==> src/rtl/telem_target_reader_if.sv <==
// Bus bundle between the target readout engine, the target register file and
// the byte sink.
interface telem_target_reader_if;
  logic        req;
  logic        scan_all;
  logic [3:0]  targetSelection;
  logic [15:0] target_valid;
  logic [3:0]  rd_addr;
  logic [7:0]  rd_x;
  logic [7:0]  rd_y;
  logic [7:0]  rd_z;
  logic [7:0]  rd_t;
  logic [7:0]  tx_data;
  logic        tx_valid;
  logic        tx_ready;
  logic        busy;
  logic        done;

  modport master (
    output req, scan_all, targetSelection, target_valid,
    output rd_x, rd_y, rd_z, rd_t, tx_ready,
    input  rd_addr, tx_data, tx_valid, busy, done
  );

  modport slave (
    input  req, scan_all, targetSelection, target_valid,
    input  rd_x, rd_y, rd_z, rd_t, tx_ready,
    output rd_addr, tx_data, tx_valid, busy, done
  );
endinterface

==> src/rtl/telem_target_reader.sv <==
// Reads one target slot (or scans all 16) from the target register file and
// streams it as header/X/Y/Z/T/XOR-checksum byte frames over a valid/ready link.
module telem_target_reader #(
  parameter logic [3:0] HDR_OK    = 4'hA,
  parameter logic [3:0] HDR_EMPTY = 4'hE
) (
  input  logic                 clk,
  input  logic                 rst,
  telem_target_reader_if.slave bus
);

  localparam int unsigned IDX_W  = 4;
  localparam int unsigned BYTE_W = 8;

  typedef enum logic [3:0] {
    S_IDLE,
    S_LATCH,
    S_HDR,
    S_BX,
    S_BY,
    S_BZ,
    S_BT,
    S_CSUM,
    S_NEXT
  } state_t;

  state_t              r_state;
  logic                r_scan;
  logic                r_valid;
  logic [BYTE_W-1:0]   r_x;
  logic [BYTE_W-1:0]   r_y;
  logic [BYTE_W-1:0]   r_z;
  logic [BYTE_W-1:0]   r_t;
  logic [BYTE_W-1:0]   r_csum;
  logic [IDX_W-1:0]    r_rd_addr;
  logic [BYTE_W-1:0]   r_tx_data;
  logic                r_tx_valid;
  logic                r_busy;
  logic                r_done;

  logic                w_hs;
  logic                w_slot_valid;
  logic                w_last;

  assign w_hs         = r_tx_valid & bus.tx_ready;
  assign w_slot_valid = bus.target_valid[r_rd_addr];
  assign w_last       = (r_rd_addr == IDX_W'(15));

  // Sequencer: every output is a register updated alongside the state.
  always_ff @(posedge clk or posedge rst) begin
    if (rst) begin
      r_state    <= S_IDLE;
      r_scan     <= 1'b0;
      r_valid    <= 1'b0;
      r_x        <= '0;
      r_y        <= '0;
      r_z        <= '0;
      r_t        <= '0;
      r_csum     <= '0;
      r_rd_addr  <= '0;
      r_tx_data  <= '0;
      r_tx_valid <= 1'b0;
      r_busy     <= 1'b0;
      r_done     <= 1'b0;
    end else begin
      r_done <= 1'b0;
      case (r_state)
        S_IDLE: begin
          if (bus.req) begin
            r_rd_addr <= bus.scan_all ? IDX_W'(0) : bus.targetSelection;
            r_scan    <= bus.scan_all;
            r_busy    <= 1'b1;
            r_state   <= S_LATCH;
          end
        end

        // Snapshot the slot so table writes during the frame cannot leak in.
        S_LATCH: begin
          r_x     <= bus.rd_x;
          r_y     <= bus.rd_y;
          r_z     <= bus.rd_z;
          r_t     <= bus.rd_t;
          r_valid <= w_slot_valid;
          if (w_slot_valid) begin
            r_tx_data  <= {HDR_OK, r_rd_addr};
            r_csum     <= {HDR_OK, r_rd_addr};
            r_tx_valid <= 1'b1;
            r_state    <= S_HDR;
          end else if (!r_scan) begin
            r_tx_data  <= {HDR_EMPTY, r_rd_addr};
            r_csum     <= {HDR_EMPTY, r_rd_addr};
            r_tx_valid <= 1'b1;
            r_state    <= S_HDR;
          end else begin
            r_state <= S_NEXT;
          end
        end

        // Empty-slot frames jump straight to the checksum (equal to the header).
        S_HDR: begin
          if (w_hs) begin
            if (r_valid) begin
              r_tx_data <= r_x;
              r_csum    <= r_csum ^ r_x;
              r_state   <= S_BX;
            end else begin
              r_tx_data <= r_csum;
              r_state   <= S_CSUM;
            end
          end
        end

        S_BX: begin
          if (w_hs) begin
            r_tx_data <= r_y;
            r_csum    <= r_csum ^ r_y;
            r_state   <= S_BY;
          end
        end

        S_BY: begin
          if (w_hs) begin
            r_tx_data <= r_z;
            r_csum    <= r_csum ^ r_z;
            r_state   <= S_BZ;
          end
        end

        S_BZ: begin
          if (w_hs) begin
            r_tx_data <= r_t;
            r_csum    <= r_csum ^ r_t;
            r_state   <= S_BT;
          end
        end

        S_BT: begin
          if (w_hs) begin
            r_tx_data <= r_csum;
            r_state   <= S_CSUM;
          end
        end

        S_CSUM: begin
          if (w_hs) begin
            r_tx_valid <= 1'b0;
            if (r_scan) begin
              r_state <= S_NEXT;
            end else begin
              r_busy  <= 1'b0;
              r_done  <= 1'b1;
              r_state <= S_IDLE;
            end
          end
        end

        // Scan advance; the index stops at 15 rather than wrapping.
        S_NEXT: begin
          if (w_last) begin
            r_busy  <= 1'b0;
            r_done  <= 1'b1;
            r_state <= S_IDLE;
          end else begin
            r_rd_addr <= r_rd_addr + IDX_W'(1);
            r_state   <= S_LATCH;
          end
        end

        default: begin
          r_tx_valid <= 1'b0;
          r_busy     <= 1'b0;
          r_state    <= S_IDLE;
        end
      endcase
    end
  end

  assign bus.rd_addr  = r_rd_addr;
  assign bus.tx_data  = r_tx_data;
  assign bus.tx_valid = r_tx_valid;
  assign bus.busy     = r_busy;
  assign bus.done     = r_done;

endmodule

==> src/flat_wrapper.sv <==
// flat-port wrapper written by rule: the top's interface ports become plain ports
module telem_target_reader_flat 
#(
  parameter logic [3:0] HDR_OK    = 4'hA,
  parameter logic [3:0] HDR_EMPTY = 4'hE
)
  (clk, rst, bus_req, bus_scan_all, bus_targetSelection, bus_target_valid, bus_rd_x, bus_rd_y, bus_rd_z, bus_rd_t, bus_tx_ready, bus_rd_addr, bus_tx_data, bus_tx_valid, bus_busy, bus_done);
  telem_target_reader_if bus_i ();
  input  logic clk;
  input  logic rst;
  input wire logic [$bits(bus_i.req)-1:0] bus_req;
  input wire logic [$bits(bus_i.scan_all)-1:0] bus_scan_all;
  input wire logic [$bits(bus_i.targetSelection)-1:0] bus_targetSelection;
  input wire logic [$bits(bus_i.target_valid)-1:0] bus_target_valid;
  input wire logic [$bits(bus_i.rd_x)-1:0] bus_rd_x;
  input wire logic [$bits(bus_i.rd_y)-1:0] bus_rd_y;
  input wire logic [$bits(bus_i.rd_z)-1:0] bus_rd_z;
  input wire logic [$bits(bus_i.rd_t)-1:0] bus_rd_t;
  input wire logic [$bits(bus_i.tx_ready)-1:0] bus_tx_ready;
  output wire logic [$bits(bus_i.rd_addr)-1:0] bus_rd_addr;
  output wire logic [$bits(bus_i.tx_data)-1:0] bus_tx_data;
  output wire logic [$bits(bus_i.tx_valid)-1:0] bus_tx_valid;
  output wire logic [$bits(bus_i.busy)-1:0] bus_busy;
  output wire logic [$bits(bus_i.done)-1:0] bus_done;
  assign bus_i.req = bus_req;
  assign bus_i.scan_all = bus_scan_all;
  assign bus_i.targetSelection = bus_targetSelection;
  assign bus_i.target_valid = bus_target_valid;
  assign bus_i.rd_x = bus_rd_x;
  assign bus_i.rd_y = bus_rd_y;
  assign bus_i.rd_z = bus_rd_z;
  assign bus_i.rd_t = bus_rd_t;
  assign bus_i.tx_ready = bus_tx_ready;
  assign bus_rd_addr = bus_i.rd_addr;
  assign bus_tx_data = bus_i.tx_data;
  assign bus_tx_valid = bus_i.tx_valid;
  assign bus_busy = bus_i.busy;
  assign bus_done = bus_i.done;
  telem_target_reader #(.HDR_OK(HDR_OK), .HDR_EMPTY(HDR_EMPTY)) u_core (.clk(clk), .rst(rst), .bus(bus_i));
endmodule
==> config.mk <==
export PLATFORM = sky130hd
export DESIGN_NAME = telem_target_reader_flat
export DESIGN_NICKNAME = d
export VERILOG_FILES = /design/src/rtl/telem_target_reader_if.sv /design/src/rtl/telem_target_reader.sv /design/src/flat_wrapper.sv
export SDC_FILE = /design/constraint.sdc
export NUM_CORES = 1
export LEC_CHECK = 0
export ABC_AREA = 0
export CAP_MARGIN = 5
export CORE_MARGIN = 2
export CORE_UTILIZATION = 53
export CTS_BUF_LIST = sky130_fd_sc_hd__clkbuf_2
export CTS_CLUSTER_SIZE = 30
export DETAILED_ROUTE_END_ITERATION = 6
export GPL_TIMING_DRIVEN = 0
export MAX_ROUTING_LAYER = met4
export PLACE_DENSITY = 0.82
export SLEW_MARGIN = 10
export SYNTH_ARGS = -nofsm -noshare
export SYNTH_HDL_FRONTEND = slang
export SYNTH_SLANG_ARGS = --single-unit
export TNS_END_PERCENT = 20
==> constraint.sdc <==
create_clock -name clk -period 2.7 [get_ports clk]
set_input_delay 0.54 -clock clk [delete_from_list [all_inputs] [get_ports clk]]
set_output_delay 0.54 -clock clk [all_outputs]
set_load 0.05 [all_outputs]
==> results of run 1 <==
-- metrics by stage --
| stage | instances | cell area, µm² | setup slack [ps] | setup TNS (ps) | util (%) |
|---|---|---|---|---|---|
| detailed placement | 532 | 4290 | -63.2 | -400 | 67.6 |
| global placement | 532 | 4290 | -430 | -26170 | 67.6 |
| CTS | 547 | 4400 | 272 | 0 | 69.2 |
| global route | 547 | 4400 | 94.3 | 0 | 69.2 |
| finish | 547 | 4400 | 257 | 0 | 69.2 |
| floorplan | 384 | 3480 | 295 | 0 | - |
-- metal layers --
metal / track usage [%] / wire length, µm / vias to the layer above
li1: - / - / 1558
met1: 36.6 / 4020 / 1559
met2: 41.1 / 4230 / 154
met3: 3.70 / 657 / 19
met4: 10.4 / 174 / 0
met5: - / 0 / -
-- power by group through the flow --
stage	Combinational [mW]	Clock, mW	Sequential (mW)
2_1_floorplan	2.26	0	1.92
3_3_place_gp	3.33	0	1.67
3_5_place_dp	3.41	0	1.69
4_1_cts	3.42	0.552	1.67
5_1_grt	3.77	0.595	1.72
6_report	3.45	0.549	1.68
-- state kept, by name (all words and copies together), names as in the netlist --
register,count
u_core.r_state,4
u_core.bus.rd_addr,4
u_core.r_scan,1
u_core.r_x,8
u_core.r_t,8
u_core.r_csum,8
u_core.bus.busy,1
u_core.bus.tx_valid,1
u_core.bus.done,1
u_core.r_z,8
u_core.r_valid,1
u_core.bus.tx_data,8
u_core.r_y,8
-- worst paths after layout --
path / end / slack (ps)
worst max-delay path: u_core.r_csum[2] / 260
worst min-delay path: u_core.bus.busy / 490
worst max register to register: u_core.r_csum[2] / 260
worst min register to register: u_core.r_z[7] / 490
max in group asynchronous: u_core.r_y[7] / 1690
min in group clk: u_core.r_z[7] / 490
-- area by class of cell --
cell class                      instances  share of cell area [%]
Clock buffer                           10                    1.14
Tap cell                               77                    2.19
Buffer                                 25                    2.65
Multi-Input combinational cell        289                    41.1
Inverter                                9                   0.825
Clock inverter                          5                    1.20
Timing Repair Buffer                   71                    16.2
Sequential cell                        61                    34.7
-- cells by family after synthesis --
| logic type | Yosys count | synth area share, % |
|---|---|---|
| simple gates | 177 | 23.4 |
| compound gates | 93 | 20.9 |
| flops | 61 | 43.8 |
| buf+inv | 34 | 4.31 |
| mux | 17 | 7.04 |
| xor+xnor | 1 | 0.251 |
| fa+ha+maj | 1 | 0.359 |
-- critical path, stage by stage, from the launching register on --
cell,delay (ps)
dfrtp_1,360
buf_2,170
buf_2,240
nor2b_1,270
o21ai_1,170
clkbuf_1,270
a2111oi_0,550
a311oi_1,110
o22a_1,230
-- cells in the final DEF, fill, tap and decap left out, types with 3 or more instances in the layout --
cell,count
o22a_1,6
mux4_2,3
and2_1,9
nand2_1,108
clkdlybuf4s50_1,71
nand3b_1,3
mux2_4,7
nand3_1,7
o21ai_0,5
buf_2,7
a211oi_1,4
a31oi_1,6
a222oi_1,4
a2111oi_0,5
a21oi_1,13
clkinv_2,3
mux2i_1,5
a311oi_1,8
a221oi_1,3
o21ai_1,8
nor3_1,5
a22o_1,7
inv_1,7
clkbuf_1,14
o22ai_1,3
dfrtp_1,61
nor2_1,20
nand2b_1,4
a211o_1,5
clkbuf_2,10
==> run metrics, run 1 <==
status finished, final reports clean; hold_buf cts 0; drt first-iter violations 295; I/O Pins 72; FILL cells 530; register area roughly 1500 µm²; Post-Syn Area 3480 µm²; pwr/cell area roughly 1300 nW/µm²; RSZ-0062 raised after global routing false; Async S/R FF share, synth 100%; leading area contributor after synthesis dfrtp_1; PortBufs ~70; drt via density about 6.0; clock slew at reported path FFs between 150 and 200 ps; critical path launch point type register; Yosys cell types 64; sequential share of the synthesized area 43.8%; Arrival @ worst endpoint roughly 2900 ps; register bit count reported by yosys between 60 and 70; Rel. slew slack 48.5%; worst path required time 3110 ps; initial core utilization 54.9%; Max VDD drop 0.842 mV; layout cells sized above 1 10.2%; number of synthesized flops with an enable pin 0; Die ar. 7240 µm²; CTS Buffer Depth 2; Pint between 3 and 4 mW; post-CTS sizing 0; Critical R2R Launch u_core.r_state[2]; Final setup viols 0; Post-synth top cells nand2_1, dfrtp_1, nor2_1, clkbuf_1, a21oi_1; Critical Path Source u_core.r_state[2]; RePlAce Congestion 0.870; # rows 29; Yosys top cell area share around 44%; top post-synthesis cells by area dfrtp_1, nand2_1, mux2_4; Worst Path Max Fanout 10; clock power share 9.7%; Synth Instances approximately 380; Hold WC Path Type input pin to asynchronous set/reset pin; nets@finish 524; WL final 9080 µm; actual slew at the worst max-slew pin 768 ps; worst hold margin 492 ps; grt ovf 0; Worst Skew approximately 19 ps; Peak Freq roughly 0.41 GHz; overall power ~5.7 mW; combinational fraction of design power 60.8%; Reg power frac 29.5%; reg2reg path depth 8; clk sinks 61; most common cell in the synthesized netlist nand2_1; P_sw between 2 and 3 mW; sw frac between 40% and 50%; clk root buf clkbuf_2; YS warnings 0; Area Overhead vs Synth 26.2%; Post-DRT Antenna Nets 0; H-tree depth 3; global-route wire length before repair around 15000 µm; Post-synth top flop dfrtp_1; vias in the first global route 3134; Crit Path Class register to register; max_cap viols 0; TritonRoute pass-1 iters 5; Die Y 85.1 µm; die span in x 85.1 µm; Inserted Clock Buffers 9; GRT Total Usage between 20% and 30%; final hold violation count 0; Worst setup EP type register; Tcrit/Tclk final between 90% and 100%; Slew Limit Fails 0; syn_nets 442; WL/cell between 15 and 20 µm; Residual DRC 0; CTS tree done; worst skew pair latency 500 ps; hpwl dp 6560 µm; area of the multi-input gates ~1800 µm²; final worst path period need 2440 ps; Mean Syn Cell Area 9.07 µm²; routed via count between 3k and 4k; Antenna Cells 0; CORE AREA 6350 µm²; post-CTS setup repair buffer count 0; largest net degree at the start of global routing 62; initial antenna violation count 0; Lkg Pwr 1.94 nW
Note: power is estimated with default switching activity, not from simulation.
==> inputs of run 2 (changes only) <==
--- a/config.mk
+++ b/config.mk
@@ -12,9 +12,11 @@
 export CTS_BUF_LIST = sky130_fd_sc_hd__clkbuf_2
 export CTS_CLUSTER_SIZE = 30
 export DETAILED_ROUTE_END_ITERATION = 6
+export GPL_ROUTABILITY_DRIVEN = 0
 export GPL_TIMING_DRIVEN = 0
 export MAX_ROUTING_LAYER = met4
 export PLACE_DENSITY = 0.82
+export SKIP_LAST_GASP = 1
 export SLEW_MARGIN = 10
 export SYNTH_ARGS = -nofsm -noshare
 export SYNTH_HDL_FRONTEND = slang
==> run metrics, run 2 (synthesis results as in run 1) <==
status finished, final reports clean; worst setup margin 322 ps (+64.8 ps); Arrival @ worst endpoint 2800 ps (-50 ps); Die Y 85.1 µm (unchanged); post-CTS sizing 0 (unchanged); pwr/cell area 1280 nW/µm² (-1.1%); critical path's slowest cell clkbuf_1; P_sw 2.67 mW (-0.11%); initial antenna violation count 0 (unchanged); FILL cells 552 (+4.2%); Antenna Cells 0 (unchanged); nets@finish 524 (unchanged); final hold violation count 0 (unchanged); clk root buf clkbuf_2; commonest non-fill, non-tap cell in the layout nand2_1; Worst Path Max Fanout 10 (unchanged); WL/cell 16.4 µm (-1.1%); critical path launch point type register; actual slew at the worst max-slew pin 825 ps (+57.2 ps); Hold WC Path Type register to register; Die ar. 7240 µm² (unchanged); layout cells sized above 1 10.2% (-0.022 points); sw frac 47.8% (+0.68 points); hpwl dp 6610 µm (+0.69%); Crit path max-delay family buffers and inverters; CP Buf/Inv Count 4 (+1); Max VDD drop 0.874 mV (+3.8%); Worst setup EP type register; vias in the first global route 3169 (+1.1%); Peak Freq 0.421 GHz (+2.7%); CTS Buffer Depth 2 (unchanged); drt via density 5.98 (-0.58%); most frequent cells in the layout nand2_1, clkdlybuf4s50_1, dfrtp_1, nor2_1, clkbuf_1; GRT Total Usage 27.1% (+0.20 points); worst slack, placed -43.1 ps (+20.1 ps); final worst path period need 2380 ps (-64.8 ps); max_cap viols 0 (unchanged); H-tree depth 3 (unchanged); sequence of cells on the critical path buf_2 -> or2_1 -> clkbuf_1 -> nor2_2 -> clkbuf_1 -> buf_1 -> nand2_1 -> nand2_1; overall power 5.59 mW (-1.5%); Inserted Clock Buffers 9 (unchanged); CORE AREA 6350 µm² (unchanged); worst path required time 3120 ps (about the same); CTS tree done; clock power share 8.3% (-1.4 points); # rows 29 (unchanged); Area Overhead vs Synth 25.6%; clk sinks 61 (unchanged); initial core utilization 54.9% (unchanged); largest stage delay on the critical path 410 ps (-140 ps); Rel. slew slack 44.7% (-3.8 points); R2R Setup Slk 320 ps (+60 ps); clock slew at reported path FFs 160 ps (-20 ps); Final Non-Filler Cells 548 (+0.18%); drt first-iter violations 279 (-5.4%); Residual DRC 0 (unchanged); global-route wire length before repair 15300 µm (+1.2%); PortBufs 71 (unchanged); Worst Skew 19.3 ps (-0.0853 ps); Reg power frac 30.0% (+0.5 points); RSZ-0062 raised after global routing false; hold_buf cts 0 (unchanged); worst skew pair latency 480 ps (-20 ps); Post-DRT Antenna Nets 0 (unchanged); Placed Instances 532 (unchanged); Pint 2.92 mW (-2.8%); WL final 9000 µm (-0.92%); Tcrit/Tclk final 88.1% (-2.4 points); TritonRoute pass-1 iters 5 (unchanged); combinational fraction of design power 61.8% (+1.0 points); I/O Pins 72 (unchanged); Lkg Pwr 1.94 nW (-0.23%); worst hold margin 495 ps (+2.77 ps); die span in x 85.1 µm (unchanged); Final setup viols 0 (unchanged); Slew Limit Fails 0 (unchanged); post-CTS setup repair buffer count 0 (unchanged); Crit Path Class register to register; largest net degree at the start of global routing 62 (unchanged); routed via count 3277 (-0.40%); grt ovf 0 (unchanged); Post-Route Setup TNS 0 ps (unchanged)
-- run 2: changes by cell type in the layout (fill, tap and decap cells not counted) --
cell,previous run,this run
bufinv_16,1,0
clkbuf_2,10,11
clkinv_1,0,1
clkinv_4,0,1
clkinvlp_4,1,0
-- run 2: final cells by class --
type                       count  area, µm²  share of cell area [%]
clock inverter                 5       27.5                   0.629
tap                           77       96.3                    2.20
timing repair buffer          71        711                    16.2
multi-input combinational    289       1810                    41.3
buffer                        25        116                    2.66
inverter                       9       36.3                   0.829
sequential                    61       1530                    34.9
clock buffer                  11       55.1                    1.26
-- run 2: metrics by stage --
step,area [µm²],utilization (%)
floorplan,3480,-
global placement,4290,67.6
detailed placement,4290,67.6
CTS,4380,68.9
global route,4380,68.9
finish,4380,68.9
-- run 2: worst paths after layout --
kind,start,to,depth (start not counted)
worst max-delay path,u_core.r_state[1],u_core.r_z[4],8
worst min-delay path,u_core.r_y[4],u_core.r_y[4],2
worst max register to register,u_core.r_state[1],u_core.r_z[4],8
worst min register to register,u_core.r_y[4],u_core.r_y[4],2
max in group asynchronous,rst,u_core.r_x[1],2
min in group asynchronous,rst,u_core.bus.busy,2
-- run 2: routing by layer --
layer | up-vias | track usage, % | wire length (µm)
li1 | 1559 | - | -
met3 | 17 | 3.70 | 621
met1 | 1561 | 37.3 | 4030
met5 | - | - | 0
met4 | 0 | 9.67 | 141
met2 | 140 | 41.4 | 4200
-- run 2: tightest hold or removal path, delay by kind of cell (launching register included) --
kind	cells	cell delay, ps
flops	1	370
simple gates	2	100
-- run 2: power by group through the flow --
stage	Combinational, mW	Clock (mW)	Sequential, mW
floorplan	2.26	0	1.92
global placement	3.32	0	1.67
global route	3.78	0.503	1.73
detailed placement	3.43	0	1.69
finish	3.45	0.462	1.68
CTS	3.44	0.464	1.67
==> inputs of run 3 (changes only) <==
--- a/config.mk
+++ b/config.mk
@@ -5,14 +5,14 @@
 export SDC_FILE = /design/constraint.sdc
 export NUM_CORES = 1
 export LEC_CHECK = 0
-export ABC_AREA = 0
+export ABC_AREA = 1
 export CAP_MARGIN = 5
 export CORE_MARGIN = 2
 export CORE_UTILIZATION = 53
 export CTS_BUF_LIST = sky130_fd_sc_hd__clkbuf_2
 export CTS_CLUSTER_SIZE = 30
 export DETAILED_ROUTE_END_ITERATION = 6
-export GPL_ROUTABILITY_DRIVEN = 0
+export GPL_ROUTABILITY_DRIVEN = 1
 export GPL_TIMING_DRIVEN = 0
 export MAX_ROUTING_LAYER = met4
 export PLACE_DENSITY = 0.82
==> run metrics, run 3 <==
Synth Instances 513 (+34%); Worst Path Max Fanout 8 (-2); Final setup viols 0 (unchanged); Post-synth top cells nand2_1, nand3_1, dfrtp_1, inv_1, nor2_1; # rows 30 (+3.4%); hpwl dp 7090 µm (+7.3%); status finished, final reports clean; clk sinks 61 (unchanged); Synth Area in Compound Gates 7.00% (-14 points); Worst setup EP type output port; I/O Pins 72 (unchanged); CTS tree done; Post-DRT Antenna Nets 0 (unchanged); Peak Freq 0.412 GHz (-2.1%); Lkg Pwr 2.38 nW (+23%); Hold WC Path Type input pin to asynchronous set/reset pin; CP Buf/Inv Count 1 (-3); R2R Setup Slk 760 ps (+440 ps); routed via count 3513 (+7.2%); Arrival @ worst endpoint 1890 ps (-910 ps); mux cell area share after synthesis 0% (-7.0 points); critical path's slowest cell clkdlybuf4s50_1; grt ovf 0 (unchanged); Mean Syn Cell Area 7.04 µm² (-22%); actual slew at the worst max-slew pin 513 ps (-312 ps); Async S/R FF share, synth 100% (unchanged); layout cells sized above 1 7.99% (-2.2 points); Crit path max-delay family buffers and inverters; post-CTS sizing 0 (unchanged); worst path required time 2160 ps (-960 ps); Post-Syn Area 3610 µm² (+3.6%); largest family of logic cells by synthesized area simple AND/OR/NAND/NOR gates; sequential share of the synthesized area 42.3% (-1.5 points); CORE AREA 6680 µm² (+5.2%); largest stage delay on the critical path 860 ps (+450 ps); simple-gate share of the synthesized area 41.5% (+18 points); initial core utilization 54.0% (-0.83 points); FILL cells 596 (+8.0%); syn_nets 571 (+29%); Yosys top cell area share 42.3% (-1.5 points); hold_buf cts 0 (unchanged); Yosys cell types 34 (-47%); initial antenna violation count 0 (unchanged); Post-synth top flop dfrtp_1; largest net degree at the start of global routing 41 (-34%); Rel. slew slack 65.4% (+21 points); CTS Buffer Depth 2 (unchanged); H-tree depth 3 (unchanged); clock slew at reported path FFs 180 ps (+20 ps); Crit Path Class register to output port; Die ar. 7490 µm² (+3.4%); TritonRoute pass-1 iters 4 (-1); drt first-iter violations 225 (-19%); worst skew pair latency 500 ps (+20 ps); Tcrit/Tclk final 89.9% (+1.9 points); die span in x 86.5 µm (+1.7%); nets@finish 654 (+25%); drt via density 5.16 (-14%); overall power 6.04 mW (+7.9%); most frequent cells in the layout nand2_1, clkdlybuf4s50_1, nand3_1, dfrtp_1, inv_1; RSZ-0062 raised after global routing false; Die Y 86.5 µm (+1.7%); Area Overhead vs Synth 27.5%; top post-synthesis cells by area dfrtp_1, nand2_1, nand3_1; Residual DRC 0 (unchanged); YS warnings 0 (unchanged); Inserted Clock Buffers 9 (unchanged); post-CTS setup repair buffer count 0 (unchanged); final hold violation count 0 (unchanged); RePlAce Congestion ~0.9; Antenna Cells 0 (unchanged); sequence of cells on the critical path clkdlybuf4s50_1; max_cap viols 0 (unchanged); PortBufs 71 (unchanged); Max VDD drop 0.648 mV (-26%); Slew Limit Fails 0 (unchanged); clk root buf clkbuf_2; worst hold margin 350 ps (-145 ps); GRT Total Usage 27.2% (+0.063 points); vias in the first global route 3311 (+4.5%); critical path launch point type register; most common cell in the synthesized netlist nand2_1; leading area contributor after synthesis dfrtp_1; WL final 9280 µm (+3.1%); number of synthesized flops with an enable pin 0 (unchanged); XOR/XNOR Fraction of Synth Area 0.485% (+0.23 points); commonest non-fill, non-tap cell in the layout nand2_1; pwr/cell area 1310 nW/µm² (+2.6%); register bit count reported by yosys 61 (unchanged); global-route wire length before repair 15300 µm (unchanged); post-layout util 68.9% (about the same); WL/cell 13.6 µm (-17%); Worst Skew 16.4 ps (-2.93 ps); final worst path period need 2430 ps (+50.5 ps); adder-cell area share of the yosys netlist 0.347% (-0.013 points)
## run 3: layout make-up
| class | count | area (µm²) | share of cell area, % |
|---|---|---|---|
| Buffer | 17 | 108 | 2.34 |
| Multi-Input combinational cell | 383 | 1780 | 38.7 |
| Tap cell | 80 | 100 | 2.17 |
| Sequential cell | 61 | 1530 | 33.2 |
| Clock inverter | 6 | 111 | 2.42 |
| Inverter | 52 | 195 | 4.24 |
| Timing Repair Buffer | 72 | 731 | 15.9 |
| Clock buffer | 10 | 50.0 | 1.09 |
## run 3: logic make-up (layout without fill, tap and decap cells)
family                     after synthesis  after routing
DFF                                     61             61
adders and majority gates                1              1
AOI/OAI and AO/OA                       43             43
and+or+nand+nor                        337            337
xor gates and xnor gates                 2              2
buffers and inverters                   69            157
## run 3: power by group
group	switching [mW]	internal (mW)	leakage, nW
sequential	0.312	1.36	0.754
combinational	2.37	1.23	1.54
clock	0.351	0.403	0.0921
total	3.04	3.00	2.38
## run 3: layer usage
metal	GRT usage, %	vias up	wire, µm
li1	-	1796	-
met1	35.1	1576	4170
met2	42.6	125	4340
met3	4.29	16	574
met4	11.6	0	202
met5	-	-	0
## run 3: worst paths after layout
check                                           start                     to  depth (start not counted)
worst min-delay path                              rst  u_core.bus.rd_addr[1]                          2
worst min register to register  u_core.bus.tx_data[3]  u_core.bus.tx_data[3]                          2
worst max-delay path            u_core.bus.rd_addr[0]         bus_rd_addr[0]                          1
min in group clk                u_core.bus.tx_data[3]  u_core.bus.tx_data[3]                          2
worst max register to register      u_core.r_state[1]       u_core.r_csum[6]                          9
max in group asynchronous                         rst          u_core.r_x[6]                          3
## run 3: per-stage QoR
stage	cell area, µm²	worst slack [ps]	setup TNS [ps]	instances
global placement	4420	-395	-23760	664
finish	4600	271	0	681
detailed placement	4440	426	0	665
floorplan	3610	647	0	513
CTS	4600	246	0	681
global route	4600	193	0	681
